**config.mk**
```make
export PLATFORM = sky130hd
export DESIGN_NAME = ami_credit_scheduler
export DESIGN_NICKNAME = d
export VERILOG_FILES = /design/src/rtl/ami_credit_scheduler_pkg.sv /design/src/rtl/ami_credit_scheduler_rr.sv /design/src/rtl/ami_credit_scheduler.sv
export SDC_FILE = /design/constraint.sdc
export NUM_CORES = 1
export LEC_CHECK = 0
export BUFFER_PORTS_ARGS = -buffer_cell sky130_fd_sc_hd__buf_2
export CAP_MARGIN = 20
export CORE_AREA = 2 2 113 115
export DETAILED_ROUTE_END_ITERATION = 10
export DIE_AREA = 0 0 115 117
export GPL_ROUTABILITY_DRIVEN = 0
export GPL_TIMING_DRIVEN = 0
export PLACE_DENSITY_LB_ADDON = 0.2
export SLEW_MARGIN = 10
export SYNTH_ARGS = -nofsm -noshare
export SYNTH_HDL_FRONTEND = slang
export SYNTH_SLANG_ARGS = --single-unit
export TNS_END_PERCENT = 10
```
**constraint.sdc**
```tcl
create_clock -name clk -period 5.5 [get_ports clk]
set_clock_uncertainty 0.05 [all_clocks]
set_input_delay 1.375 -clock clk [delete_from_list [all_inputs] [get_ports clk]]
set_output_delay 1.375 -clock clk [all_outputs]
set_load 0.1 [all_outputs]
```
**src/rtl/ami_credit_scheduler_pkg.sv**
```systemverilog
// ami_credit_scheduler_pkg: shared sizes, reset defaults and FSM state type for the credit scheduler
package ami_credit_scheduler_pkg;
   localparam int AMI_NUM_APPS            = 4;
   localparam int AMI_APP_BITS            = 3;
   localparam int AMI_SCHED_CNT_BITS      = 4;
   localparam int AMI_SCHED_WGT_BITS      = 4;
   localparam int AMI_SCHED_DEFAULT_LIMIT = 8;
   localparam int AMI_SCHED_DEFAULT_WGT   = 1;
   typedef enum logic {IDLE, HOLD} AMI_SCHED_STATE_T;
   function automatic int ami_idx_bits(input int n);
      return (n > 1) ? $clog2(n) : 1;
   endfunction
endpackage

```
**src/rtl/ami_credit_scheduler_rr.sv**
```systemverilog
// rr_next_picker: first set bit of eligible searching upward from start with wraparound
module rr_next_picker
   import ami_credit_scheduler_pkg::*;
#(
   parameter int N  = AMI_NUM_APPS,
   parameter int IB = ami_idx_bits(N)
) (
   input  logic [N-1:0]  eligible,
   input  logic [IB-1:0] start,
   output logic [N-1:0]  onehot,
   output logic [IB-1:0] idx,
   output logic          any
);
   // scan N positions from start, keep the first hit
   always_comb begin
      logic [IB-1:0] c;
      c      = '0;
      onehot = '0;
      idx    = '0;
      any    = 1'b0;
      for (int k = 0; k < N; k++) begin
         c = IB'((int'(start) + k) % N);
         if (!any && eligible[c]) begin
            any       = 1'b1;
            onehot[c] = 1'b1;
            idx       = c;
         end
      end
   end
endmodule

```
**src/rtl/ami_credit_scheduler.sv**
```systemverilog
// ami_credit_scheduler: weighted round-robin grant with per-app outstanding-read credit limits
module ami_credit_scheduler
   import ami_credit_scheduler_pkg::*;
#(
   parameter int N        = AMI_NUM_APPS,
   parameter int CNT_BITS = AMI_SCHED_CNT_BITS,
   parameter int WGT_BITS = AMI_SCHED_WGT_BITS
) (
   input  logic                    clk,
   input  logic                    rst,
   input  logic [N-1:0]            req,
   input  logic [N-1:0]            is_read,
   output logic [N-1:0]            grant,
   input  logic                    resp_done,
   input  logic [AMI_APP_BITS-1:0] resp_app,
   input  logic                    cfg_wr,
   input  logic [AMI_APP_BITS-1:0] cfg_app,
   input  logic [CNT_BITS-1:0]     cfg_limit,
   input  logic [WGT_BITS-1:0]     cfg_weight,
   output logic                    all_idle,
   output logic                    err_underflow
);
   localparam int IB = ami_idx_bits(N);

   AMI_SCHED_STATE_T    state, state_nxt;
   logic [IB-1:0]       owner, last_owner, base, start, pick_idx, gidx;
   logic [WGT_BITS-1:0] burst_cnt, owner_wgt;
   logic [CNT_BITS-1:0] cnt [N];
   logic [CNT_BITS-1:0] limit [N];
   logic [WGT_BITS-1:0] weight [N];
   logic [N-1:0]        eligible, pick_oh, rd_inc, rd_dec, is_zero;
   logic                pick_any, owner_ok;

   // eligibility, response decode and zero detection per app
   always_comb begin
      eligible = '0;
      rd_dec   = '0;
      is_zero  = '0;
      for (int i = 0; i < N; i++) begin
         eligible[i] = req[i] && (!is_read[i] || cnt[i] < limit[i]);
         rd_dec[i]   = resp_done && resp_app == AMI_APP_BITS'(i);
         is_zero[i]  = cnt[i] == '0;
      end
   end

   assign rd_inc    = grant & is_read;
   assign all_idle  = &is_zero;
   assign owner_wgt = (weight[owner] == '0) ? WGT_BITS'(1) : weight[owner];
   assign owner_ok  = state == HOLD && eligible[owner] && burst_cnt < owner_wgt;
   assign base      = (state == HOLD) ? owner : last_owner;
   assign start     = (base == IB'(N - 1)) ? '0 : base + IB'(1);

   rr_next_picker #(.N(N), .IB(IB)) u_pick (
      .eligible (eligible),
      .start    (start),
      .onehot   (pick_oh),
      .idx      (pick_idx),
      .any      (pick_any)
   );

   // next state and zero-latency grant: keep the owner while its burst lasts, else rotate
   always_comb begin
      state_nxt = (owner_ok || pick_any) ? HOLD : IDLE;
      gidx      = owner_ok ? owner : pick_idx;
      grant     = rst ? '0 : owner_ok ? N'(1) << owner : pick_oh;
   end

   // FSM state register
   always_ff @(posedge clk) begin
      if (rst) state <= IDLE;
      else     state <= state_nxt;
   end

   // owner, rotation pointer and burst length tracking
   always_ff @(posedge clk) begin
      if (rst) begin
         owner      <= '0;
         last_owner <= IB'(N - 1);
         burst_cnt  <= '0;
      end else if (|grant) begin
         owner      <= gidx;
         last_owner <= gidx;
         burst_cnt  <= owner_ok ? burst_cnt + WGT_BITS'(1) : WGT_BITS'(1);
      end else begin
         burst_cnt  <= '0;
      end
   end

   // outstanding-read credits, per-app configuration and sticky underflow flag
   always_ff @(posedge clk) begin
      if (rst) begin
         err_underflow <= 1'b0;
         for (int i = 0; i < N; i++) begin
            cnt[i]    <= '0;
            limit[i]  <= CNT_BITS'(AMI_SCHED_DEFAULT_LIMIT);
            weight[i] <= WGT_BITS'(AMI_SCHED_DEFAULT_WGT);
         end
      end else begin
         if (|(rd_dec & is_zero)) err_underflow <= 1'b1;
         for (int i = 0; i < N; i++) begin
            if (rd_inc[i] && !rd_dec[i]) cnt[i] <= cnt[i] + CNT_BITS'(1);
            else if (rd_dec[i] && !rd_inc[i] && !is_zero[i]) cnt[i] <= cnt[i] - CNT_BITS'(1);
            if (cfg_wr && cfg_app == AMI_APP_BITS'(i)) begin
               limit[i]  <= cfg_limit;
               weight[i] <= cfg_weight;
            end
         end
      end
   end
endmodule

```
Word level (Yosys, flattened, before mapping)
Memory sizes are Yosys's and may differ from the RTL's. A register that Yosys moved wholly into a read port is not among the register bits.
Index checks and enable logic that the tools add are counted.
Storage, ports and cells
  bits in registers: 10
  bits in latches: 0
  bits in writable memories: 48
  ROM bits: 0
  output and inout port bits: 6
  memories: 3
Memories
  cnt: words 4, width 4, read ports 4, clocked after memory_dff 0, wr ports 4, RTL line ami_credit_scheduler.sv:28  | logic [CNT_BITS-1:0] cnt [N];
  limit: words 4, width 4, read ports 4, clocked after memory_dff 0, wr ports 4, RTL line ami_credit_scheduler.sv:29  | logic [CNT_BITS-1:0] limit [N];
  weight: words 4, width 4, read ports 1, clocked after memory_dff 1, wr ports 4, RTL line ami_credit_scheduler.sv:30  | logic [WGT_BITS-1:0] weight [N];
Cells by class
  add/subtract/negate cells: 13
  multiply operators: 0
  div/mod/pow operators: 0
  $lt $le $gt $ge: 14
  eq/ne operators: 7
  shift-type cells: 1
  muxes and demuxes: 98
  bitwise gates (word level): 23
  reduce and logical (&&, ||, !) cells: 69
Operators with widths (number)
  $mux W4: 23
  $mux W1: 57
  $logic_and A1 B1 Y1: 33
  $add A4 B1 Y4 const B: 5
  $logic_not A4 Y1: 5
  $lt A4 B4 Y1: 5
  $logic_not A1 Y1: 19
  $mux W2: 9
  $or A1 B1 Y1: 16
  $sub A4 B1 Y4 const B: 4
  $lt A2 B3 Y1 const B: 5
  $eq A3 B2 Y1 const B: 4
  $or A4 B4 Y4: 3
  $bmux W1 S2: 5
  $and A4 B4 Y4: 2
  $demux W1 S2: 4
  $ge A2 B1 Y1 const B: 4
  $reduce_or A4 Y1: 2
  $eq A3 B1 Y1 const B: 2
  $logic_not A3 Y1: 2
  $logic_or A1 B1 Y1: 5
  $add A2 B1 Y2 const B: 2
  $add A2 B2 Y2 const B: 2
  $reduce_and A4 Y1: 1
  other kinds (5): 6

Depth between registers and ports, before layout
Gate-level depths: netlist of run 1.
  word-level depth: 26
  gate-level depth with buffers: 18
  mapped depth without buffers: 17

Hierarchy
A second synthesis of run 1 with hierarchy kept.
Second synthesis, totals
  cell total of the unflattened synthesis: 404
  area, all modules: 4209.0 µm²
Modules (own cells, without submodules)
  ami_credit_scheduler: instances 1, cells each 359, area each 3787.4 µm², sequential area each 1681.6 µm²
  rr_next_picker: instances 1, cells each 45, area each 421.7 µm², sequential area each 0.0 µm²

Worst setup path after synthesis of run 1
No wires, ideal clock.
  path type: input to output
  start point: in req[3]
  end point: out grant[2]
  arrival: 3.495 ns
  setup slack: 0.580 ns
  cell stages on the path: 8
  path buffers: 0
  path through: nor2b_1 o211a_1 o211ai_1 mux4_2 nor3_1 a221oi_1 a21o_1 inv_1
On the way
  cells in the longest elaborated chain, start to end: 15
  elaborated cells between the ends (all ways): 31
  classes of those cells: 19 x mux; 3 x bitwise; 9 x reduce/logical
RTL lines
  start: declaration: RTL line ami_credit_scheduler.sv:11  | input logic [N-1:0] req,
  $logic_and A1 B1 Y1 *: RTL line ami_credit_scheduler.sv:40  | eligible[i] = req[i] && (!is_read[i] || cnt[i] < limit[i]);
  $bmux W1 S2: RTL line ami_credit_scheduler_rr.sv:23  | if (!any && eligible[c]) begin
  $mux W1 (not written as such): RTL line ami_credit_scheduler_rr.sv:23
  $mux W1: RTL line ami_credit_scheduler_rr.sv:23
  $logic_not A1 Y1: RTL line ami_credit_scheduler_rr.sv:23
  $logic_and A1 B1 Y1: RTL line ami_credit_scheduler_rr.sv:23
  $mux W1: RTL line ami_credit_scheduler_rr.sv:23
  $logic_not A1 Y1: RTL line ami_credit_scheduler_rr.sv:23
  $logic_and A1 B1 Y1: RTL line ami_credit_scheduler_rr.sv:23
  $mux W1: RTL line ami_credit_scheduler_rr.sv:23
  $logic_not A1 Y1: RTL line ami_credit_scheduler_rr.sv:23
  $logic_and A1 B1 Y1: RTL line ami_credit_scheduler_rr.sv:23
  $mux W4: RTL line ami_credit_scheduler_rr.sv:23
  $mux W4 * (2 in a row): RTL line ami_credit_scheduler.sv:65  | grant = rst ? '0 : owner_ok ? N'(1) << owner : pick_oh;
  end: declaration: RTL line ami_credit_scheduler.sv:13  | output logic [N-1:0] grant,
Mark *: on every way between the ends. The rest lies on a longest branch, timed or not. The select of a mux whose other input is x is not followed.

Worst setup path after layout of run 1
  start point: in req[2]
  end point: out grant[3]
Same word-level chain as after synthesis.

==> metrics, run 1 <==
htree depth 3; vias post-DR about 3,300; Max Cap Violations 0; Post-synth EDFFs 48; first-pass detailed-route iteration total 5; Layout fillers ~1,200; largest family of logic cells by synthesized area simple AND/OR/NAND/NOR gates; Peak Freq 0.182 GHz; initial core utilization 0.341; hold wc startpoint err_underflow$_SDFFE_PP0P_; CP Launch Type input port; sequential cell area approximately 1700 um2; Multi-input gate area about 2400 um2; R2R Setup Slk roughly 830 ps; Max transition margin 0.399; WHS 437 ps; dpl hpwl a little over 8000 um; # DRC 0; setup TNS 0 ps; die width between 100 and 150 um; LEAKAGE about 2 nW; CTS tree done; final-report max-slew violation count 0; CP required 4070 ps; outcome finished, final reports clean; DRT antenna net count 0; post-synthesis sequential area ratio 0.401; fraction of layout cells with a size suffix above 1 0.142; number of antenna diodes 0; area of the mapped netlist 4200 um2; total track usage 0.164; Worst setup EP type output port; num rows 41; vias in the first global route 3,264; die height about 120 um; Fin. Hold Viols 0; core area between 10,000 and 15,000 um2; post-cts hold buffer count 0; drt total wl around 10,000 um; syn_nets around 480; num ports 32; Critical Path End grant[3]; later-pin clock latency in the skew report 330 ps; compound-cell area share of the yosys netlist 0.148; Root Driver clkbuf_16; mux cell area share after synthesis 0.0671; initial DRC count around 120; Hold Path Class register to register; Reg clk slew, reported paths approximately 60 ps; Synth Area in XOR/XNOR 0.0167; async set-reset flop share out of synthesis 0; # clock sinks 60; nets 523; peak supply drop 173 uV; Tcrit/Tclk final 0.998; adder-cell area share of the yosys netlist 0.113; Worst-Margin Slew around 890 ps; Max Root-Sink Buffers 2; RSZ-0062 raised after global routing true; largest net degree at the start of global routing 14; Synth Register Bits 60; Worst setup startpoint req[2]; power per cell area roughly 460 nW/um2; Layout Utilization 0.400; CTS Buf Count 9; antenna violations before repair 0; total die area 13,500 um2; Worst R2R Path Depth 14; drt wl/cell ~17 um; GRT overflow 0; Distinct cells, synth 56; syn_area_per_cell ~10 um2; reg2reg end cnt[2][3]$_SDFFCE_PN0P_; critical path class input port to output port; CP max FO 7; area grow syn2layout 17.4%; PortBufs 30; first-pass GRT wire length roughly 17,000 um; Critical R2R Launch cnt[2][3]$_SDFFCE_PN0P_; crit path DAT a little over 4000 ps; post-layout min period between 5000 and 6000 ps; Post-synth top flop edfxtp_1; Post-Syn Instances about 420; total power 2.25 mW; via-per-instance ratio approximately 5.4; simple-gate share of the synthesized area 0.214; Final Setup Violations 0; Ys Warns 0
-- synth_stat cells (3+ instances only) --
library cell / number / area share
edfxtp_1: 48 / 0.34
nand2_1: 39 / 0.035
inv_1: 38 / 0.034
ha_1: 33 / 0.098
nor2_1: 30 / 0.027
and2_1: 26 / 0.039
nand2b_1: 19 / 0.028
a21oi_1: 17 / 0.020
o211ai_1: 15 / 0.027
dfxtp_1: 12 / 0.057
nor2b_1: 11 / 0.016
nor3_1: 10 / 0.012
mux2i_1: 9 / 0.021
a21o_1: 7 / 0.013
mux4_2: 7 / 0.038
nand3_1: 7 / 0.0083
nor3b_1: 6 / 0.011
o21ai_0: 6 / 0.0072
xor2_1: 6 / 0.013
o22ai_1: 5 / 0.0075
nor4_1: 4 / 0.0060
a221o_1: 3 / 0.0072
buf_2: 3 / 0.0036
clkbuf_1: 3 / 0.0027
fa_1: 3 / 0.014
nand3b_1: 3 / 0.0054
o211a_1: 3 / 0.0072
o21bai_1: 3 / 0.0054
o221ai_1: 3 / 0.0063
-- how the worst min path moves through the flow --
stage,endpoint,slack [ps],depth (start not counted)
floorplan,burst_cnt[0]$_SDFF_PP0_,400,1
finish,err_underflow$_SDFFE_PP0P_,440,2
global placement,err_underflow$_SDFFE_PP0P_,420,2
CTS,err_underflow$_SDFFE_PP0P_,430,2
detailed placement,err_underflow$_SDFFE_PP0P_,420,2
global route,err_underflow$_SDFFE_PP0P_,460,2
-- worst max-delay path: stages --
cell      delay, ps
buf_2           120
nor2b_1         140
o211ai_1        230
nand2_1         260
o221ai_1        360
nor4_4          120
nor4b_1         800
a21o_1          300
inv_1            50
buf_2           290
-- placed cells by master (no fill, tap or decap), types with 3 or more instances in the layout --
cell and count:
nand3_1 7, buf_2 31, o221ai_1 3, inv_1 38
o21bai_1 3, a21oi_1 17, dfxtp_1 12, a21o_1 7
edfxtp_1 48, nand3b_1 3, fa_1 3, and2_1 26
nor3b_1 6, xor2_1 6, clkbuf_16 9, mux2i_1 9
nor2b_1 11, o211a_1 3, o22ai_1 5, ha_1 33
clkbuf_1 3, bufinv_16 4, o211ai_1 15, o21ai_0 6
nand2_1 39, a221o_1 3, nor2_1 30, mux4_2 7
nor4_1 4, nor3_1 9, nand2b_1 19
-- routing by layer --
layer,wire length [um],share of wire,GRT usage
met1,4760,0.46,0.217
met2,4960,0.48,0.272
met3,490,0.047,0.0304
met4,162,0.016,0.0562
met5,0,0,0
-- registers in the layout (all words and copies together) (netlist names), named ones only --
name,cells
burst_cnt,4
cnt,16
err_underflow,1
last_owner,2
limit,16
owner,2
state,1
weight,16
-- through the flow --
| stage | cell area [um2] | setup WS, ps | std cells |
|---|---|---|---|
| 3_3_place_gp | 4530 | 123 | 599 |
| 5_1_grt | 4930 | -189 | 616 |
| 3_5_place_dp | 4530 | 37.3 | 599 |
| 2_1_floorplan | 4200 | 580 | 419 |
| 6_report | 4930 | 8.58 | 616 |
| 4_1_cts | 4900 | 27.4 | 615 |
-- cell families after synthesis --
kind of cell | count (synthesis)
and+or+nand+nor | 168
adders and majority gates | 36
muxes | 19
DFF | 60
buffers and inverters | 44
AOI/OAI and AO/OA | 84
xor gates and xnor gates | 8
-- timing repair --
item                                    in CTS  in global routing
setup buffers                                0                  0
gates resized for setup                      0                  4
endpoints found under the setup margin       0                  4
-- power breakdown --
part | internal [mW] | switching, mW | leakage [nW]
logic | 0.327 | 0.581 | 1.27
clock network | 0.491 | 0.210 | 0.177
registers | 0.569 | 0.0678 | 0.578
total | 1.39 | 0.858 | 2.02
-- final cells by class --
cell class	count	area share
tap	150	0.0381
timing repair buffer	31	0.0325
inverter	38	0.0290
buffer	6	0.00533
sequential	60	0.341
clock inverter	7	0.0295
clock buffer	9	0.0457
multi-input combinational	315	0.479
No activity file was read; power rests on OpenSTA's default activity.
==> run 2, diff against run 1 <==
--- a/config.mk
+++ b/config.mk
@@ -5,14 +5,16 @@
 export SDC_FILE = /design/constraint.sdc
 export NUM_CORES = 1
 export LEC_CHECK = 0
+export ABC_AREA = 1
 export BUFFER_PORTS_ARGS = -buffer_cell sky130_fd_sc_hd__buf_2
 export CAP_MARGIN = 20
-export CORE_AREA = 2 2 113 115
+export CORE_AREA = 2 2 111 113
 export DETAILED_ROUTE_END_ITERATION = 10
-export DIE_AREA = 0 0 115 117
+export DIE_AREA = 0 0 113 115
 export GPL_ROUTABILITY_DRIVEN = 0
 export GPL_TIMING_DRIVEN = 0
 export PLACE_DENSITY_LB_ADDON = 0.2
+export RECOVER_POWER = 100
 export SLEW_MARGIN = 10
 export SYNTH_ARGS = -nofsm -noshare
 export SYNTH_HDL_FRONTEND = slang
==> run 2 against run 1 <==
Against the previous run: the run now ends with design-rule violations left; clock power shrank 30%; area after synthesis shrank 3.3%; first-iteration DRC count rose by 64%; global-route usage down 0.88 points; via count decreased by 0.76%; cell count up 13%; design area fell by 6.5%; flip-flop and latch count did not move; hold slack lost 8.8 ps; routed wire length fell by 11%; sequential share of layout area up 2.4 points; highest routed layer unchanged.
==> metrics, run 2 <==
outcome finished, violations left; failing checks design-rule violations; Worst-Margin Slew 1160 ps (+273 ps); later-pin clock latency in the skew report 330 ps (about the same); Sw Pwr 1.06 mW (+24%); async set-reset flop share out of synthesis 0 (unchanged); largest cells by area after synthesis edfxtp_1 (36%), nand2_1 (11%), ha_1 (10%), inv_1 (6.3%), dfxtp_1 (5.9%); setup TNS 0 ps (unchanged); total power 2.28 mW (+1.4%); GRT overflow 0 (unchanged); # clock sinks 60 (unchanged); Flop pwr share 0.284 (about the same); Synth Register Bits 60 (unchanged); drt wl/cell 13.3 um (-21%); Post-synth EDFFs 48 (unchanged); Reg clk slew, reported paths 50 ps (about the same); CTS Buf Count 9 (unchanged); Placed Area 4400 um2 (-2.9%); fraction of layout cells with a size suffix above 1 0.135 (-0.00659); Ys Warns 0 (unchanged); Tcrit/Tclk final 0.896 (-0.102); number of antenna diodes 0 (unchanged); post-synthesis sequential area ratio 0.415 (+0.0139); vias post-DR 3,275 (-0.76%); antenna violations before repair 0 (unchanged); Distinct cells, synth 31 (-45%); total track usage 0.155 (-0.00878); critical path class register to output port; Sw Ratio 0.466 (+0.0835); Comb pwr share 0.500 (+0.096); total die area 13,000 um2 (-3.4%); CP required 4070 ps (about the same); CTS resizes 0 (unchanged); CTS tree done; simple-gate share of the synthesized area 0.305 (+0.0904); initial DRC count 189 (+64%); vias in the first global route 3,227 (-1.1%); peak supply drop 187 uV (+8.0%); Clk pwr share 0.216 (-0.096); RSZ-0062 raised after global routing false; die width 113 um (-1.7%); biggest regs cnt: 16 flops, limit: 16 flops, weight: 16 flops; Post-Syn Instances 500 (+19%); nets 605 (+16%); Root Driver clkbuf_16; syn_nets 562 (+17%); DRT antenna net count 0 (unchanged); syn_area_per_cell 8.11 um2 (-19%); Fin. Hold Viols 0 (unchanged); compound-cell area share of the yosys netlist 0.0481 (-0.100); final-report max-slew violation count 0 (unchanged); LEAKAGE 2.22 nW (+9.7%); die height 115 um (-1.7%); Final Cell Area 4610 um2 (-6.5%); power per cell area 494 nW/um2 (+8.5%); Final Setup Violations 0 (unchanged); P_int 1.22 mW (-12%); first-pass GRT wire length 15,600 um (-7.6%); dpl hpwl 7180 um (-11%); PortBufs 31 (+3.3%); post-layout min period 4930 ps (-562 ps); first-pass detailed-route iteration total 8 (+3); Worst Slack Setup Final 571 ps (+562 ps); Hold Path Class register to register; post-cts hold buffer count 0 (unchanged); initial core utilization 0.343 (+0.00257); crit path DAT 3500 ps (-570 ps); CP max FO 10 (+3); num rows 40 (-2.4%); most common cell after layout, fill and taps aside nand2_1; core area 11,800 um2 (-4.1%); count leader, synth nand2_1; Synth Area in XOR/XNOR 0.0259 (+0.00922); post-synth top area share 0.355 (+0.0119); largest area contributor in the netlist edfxtp_1; Worst setup EP type output port; Max Cap Violations 0 (unchanged); Post CTS Setup Buffer Count 0 (unchanged); Max transition margin 0.228 (-0.170); area grow syn2layout 13.6%; commonest cells in the netlist nand2_1 (116), inv_1 (68), nor2_1 (56); adder-cell area share of the yosys netlist 0.117 (+0.00390); drt total wl 9210 um (-11%); largest family of logic cells by synthesized area simple AND/OR/NAND/NOR gates; area of the mapped netlist 4060 um2 (-3.3%); # DRC 1 (+1); Post-synth top flop edfxtp_1; mux cell area share after synthesis 0 (-0.0671); Peak Freq 0.203 GHz (+11%); WHS 428 ps (-8.75 ps); largest net degree at the start of global routing 11 (-3); commonest non-fill, non-tap cells in the layout nand2_1 (124), inv_1 (77), nor2_1 (57), edfxtp_1 (48), nand3_1 (46); via-per-instance ratio 4.71 (-12%); Max Root-Sink Buffers 2 (unchanged); Setup WS pre-CTS 966 ps (+929 ps); CP Launch Type register; num ports 32 (unchanged); htree depth 3 (unchanged)
-- run 2: layout make-up --
| type | instances | area (um2) |
|---|---|---|
| clock inverter | 3 | 13.8 |
| inverter | 88 | 335 |
| timing repair buffer | 32 | 155 |
| fill | 1221 | 7210 |
| clock buffer | 13 | 240 |
| tap | 147 | 184 |
| buffer | 4 | 30.0 |
| sequential | 60 | 1680 |
| multi-input combinational | 348 | 1970 |
-- run 2: logic make-up (layout without fill, tap and decap cells) --
| family | count (synthesis) | count (layout) |
|---|---|---|
| buffers and inverters | 92 | 140 |
| DFF | 60 | 60 |
| AOI/OAI and AO/OA | 33 | 33 |
| xor gates and xnor gates | 12 | 12 |
| adders and majority gates | 36 | 36 |
| and+or+nand+nor | 267 | 267 |
-- run 2: path summary, 6_finish.rpt --
check,endpoint,depth (start not counted),startpoint,slack (ps)
worst max register to register,cnt[2][3]$_SDFFCE_PN0P_,19,state$_SDFF_PP0_,1390
worst min register to register,last_owner[0]$_SDFFE_PP1N_,2,last_owner[0]$_SDFFE_PP1N_,430
worst max-delay path,grant[1],12,state$_SDFF_PP0_,570
worst min-delay path,last_owner[0]$_SDFFE_PP1N_,2,last_owner[0]$_SDFFE_PP1N_,430
-- run 2: power by group through the flow --
stage | sequential, mW | clock [mW] | combinational (mW)
2_1_floorplan | 0.637 | 0 | 0.959
3_3_place_gp | 0.653 | 0 | 1.18
3_5_place_dp | 0.655 | 0 | 1.20
4_1_cts | 0.646 | 0.504 | 1.20
5_1_grt | 0.658 | 0.523 | 1.30
6_report | 0.646 | 0.492 | 1.14
-- run 2: metal layers --
metal,GRT usage,wire length (um),part of all wire,vias to the layer above
li1,-,-,-,1706
met1,0.194,4270,0.46,1503
met2,0.265,4440,0.48,52
met3,0.0358,345,0.037,14
met4,0.0537,148,0.016,0
met5,0,0,0,-
-- run 2: critical path, cell delays in order (launching register included) --
cell and delay (ps):
dfxtp_1 350, o21ai_1 680, ha_1 410, inv_1 100, nand3_1 120, nand2_1 360
nand2_4 110, nor2_4 160, nand3_1 100, nand2_1 110, nand2_1 110, inv_1 120
buf_2 440
-- run 2: metrics by stage --
| stage | instances | utilization |
|---|---|---|
| floorplan | 500 | - |
| global placement | 678 | 0.372 |
| detailed placement | 679 | 0.373 |
| CTS | 695 | 0.394 |
| global route | 695 | 0.390 |
| finish | 695 | 0.390 |
==> run 3, diff against run 2 <==
--- a/config.mk
+++ b/config.mk
@@ -8,9 +8,9 @@
 export ABC_AREA = 1
 export BUFFER_PORTS_ARGS = -buffer_cell sky130_fd_sc_hd__buf_2
 export CAP_MARGIN = 20
-export CORE_AREA = 2 2 111 113
+export CORE_AREA = 2 2 131 133
 export DETAILED_ROUTE_END_ITERATION = 10
-export DIE_AREA = 0 0 113 115
+export DIE_AREA = 0 0 133 135
 export GPL_ROUTABILITY_DRIVEN = 0
 export GPL_TIMING_DRIVEN = 0
 export PLACE_DENSITY_LB_ADDON = 0.2
==> constraint.sdc (replaced) <==
create_clock -name clk -period 5.5 [get_ports clk]
set_clock_uncertainty 0.05 [all_clocks]
set_input_delay 0.825 -clock clk [delete_from_list [all_inputs] [get_ports clk]]
set_output_delay 0.825 -clock clk [all_outputs]
set_load 0.1 [all_outputs]
==> run 3 against run 2 <==
Against the previous run: register-to-register slack worse by 310 ps; sequential share of layout area down 1.3 points; the run ends with max-capacitance violations, max-slew violations left; clock power up 16%; largest cell class unchanged.
==> metrics, run 3 (same netlist as run 2, synthesis figures left out) <==
CTS tree done; GRT overflow 0 (unchanged); critical path class register to output port; Layout fillers 1,788 (+46%); Worst Path Buf+Inv 3 (unchanged); Max stage delay on crit path 1170 ps (+490 ps); first-pass detailed-route iteration total 4 (-4); die width 133 um (+18%); Max Root-Sink Buffers 2 (unchanged); # clock sinks 60 (unchanged); dpl hpwl 7780 um (+8.4%); initial core utilization 0.247 (-0.0962); post-layout min period 4680 ps (-246 ps); total die area 18,000 um2 (+38%); vias post-DR 3,258 (-0.52%); crit path DAT 3810 ps (+310 ps); final-report max-slew violation count 11 (+11); DRT antenna net count 0 (unchanged); Hold Path Class register to register; Post CTS Setup Buffer Count 0 (unchanged); peak supply drop 181 uV (-2.9%); LEAKAGE 2.24 nW (+0.99%); num ports 32 (unchanged); Worst-Margin Slew 1510 ps (+344 ps); Crit-path slowest cell o21ai_0; CP max FO 10 (unchanged); core area 16,400 um2 (+39%); Final Setup Violations 0 (unchanged); power per cell area 503 nW/um2 (+1.6%); outcome finished, violations left; Fin. Hold Viols 0 (unchanged); die height 135 um (+17%); drt total wl 9880 um (+7.2%); total power 2.40 mW (+5.2%); PortBufs 31 (unchanged); htree depth 3 (unchanged); # DRC 0 (-1); later-pin clock latency in the skew report 330 ps (about the same); Root Driver clkbuf_16; failing checks max-capacitance violations, max-slew violations; Worst Slack Setup Final 817 ps (+246 ps); drt wl/cell 12.9 um (-3.0%); CP dominant cell by count nand2_4; CP Cell Sequence o21ai_0 > ha_1 > inv_1 > nand3_2 > nand2_4 > nand2_4 > nor2_4 > nand3_1 > nand2_1 > nand2_2 > inv_2 > clkbuf_2; vias in the first global route 3,258 (+0.96%); CTS resizes 0 (unchanged); Largest delay share family, worst path compound AO/OA/AOI/OAI gates; most common cell after layout, fill and taps aside nand2_1; Reg clk slew, reported paths 50 ps (about the same); post-cts hold buffer count 0 (unchanged); Worst setup EP type output port; R2R Setup Slk 1080 ps (-310 ps); RSZ-0062 raised after global routing false; via-per-instance ratio 4.24 (-10%); Max transition margin -0.0145 (-0.243); CP Launch Type register; Tcrit/Tclk final 0.851 (-0.0448); setup TNS 0 ps (unchanged); largest net degree at the start of global routing 13 (+2); total track usage 0.117 (-0.0380); number of antenna diodes 0 (unchanged); biggest regs cnt: 16 flops, limit: 16 flops, weight: 16 flops; antenna violations before repair 0 (unchanged); Peak Freq 0.214 GHz (+5.3%); area grow syn2layout 17.6%; num rows 47 (+18%); first-pass GRT wire length 16,400 um (+4.9%); Setup WS pre-CTS 1570 ps (+604 ps); initial DRC count 174 (-7.9%); CP required 4620 ps (+550 ps); nets 605 (unchanged); commonest non-fill, non-tap cells in the layout nand2_1 (123), inv_1 (76), nor2_1 (56), edfxtp_1 (48), nand3_1 (45); fraction of layout cells with a size suffix above 1 0.150 (+0.0146); CTS Buf Count 9 (unchanged); Max Cap Violations 1 (+1)
run 3: cell count changes in the layout (fill, tap and decap cells not counted), sizes merged:
cell      previous run  this run
clkbuf              22        17
buf                 27        28
bufinv               0         1
clkinv               3         4
clkinvlp             0         2
run 3: metal layers:
layer	vias up	wire [um]	global-route usage
met1	1497	4680	0.149
li1	1703	-	-
met4	0	133	0.0502
met5	-	0	0
met2	47	4860	0.202
met3	11	203	0.0135
run 3: stage by stage:
stage | hold slack [ps] | std cells | instance area (um2) | util
3_3_place_gp | 410 | 751 | 4490 | 0.273
6_report | 430 | 768 | 4770 | 0.291
2_1_floorplan | 392 | 500 | 4060 | -
4_1_cts | 436 | 768 | 4790 | 0.292
5_1_grt | 470 | 768 | 4770 | 0.291
3_5_place_dp | 420 | 752 | 4490 | 0.274
run 3: worst paths after layout:
check / start / endpoint / cells after the start
max: state$_SDFF_PP0_ / grant[2] / 12
min: last_owner[0]$_SDFFE_PP1N_ / last_owner[0]$_SDFFE_PP1N_ / 2
max reg2reg: state$_SDFF_PP0_ / cnt[2][3]$_SDFFCE_PN0P_ / 19
min reg2reg: last_owner[0]$_SDFFE_PP1N_ / last_owner[0]$_SDFFE_PP1N_ / 2
run 3: where the power goes:
group / total (mW) / switching, mW / internal, mW
Combinational: 1.18 / 0.830 / 0.351
Sequential: 0.646 / 0.0679 / 0.578
Clock: 0.570 / 0.217 / 0.353
run 3: layout make-up:
type,count,area (um2),area share
clock buffers,9,225,0.0472
repair buffers,32,155,0.0325
flip-flops and latches,60,1680,0.353
inverters,88,335,0.0703
multi-input cells,348,1990,0.417
well taps,220,275,0.0577
clock inverters,7,76.3,0.0160
plain buffers,4,30.0,0.00630
run 3: worst reg2reg max path: cells and delay by family (launching register included):
kind / cells / cell delay (ps)
AO/OA/AOI/OAI: 3 / 1430
XOR/XNOR: 1 / 190
adder cells (fa/ha/maj): 2 / 800
buffers and inverters: 3 / 320
flip-flops: 1 / 350
AND/OR/NAND/NOR: 10 / 1020
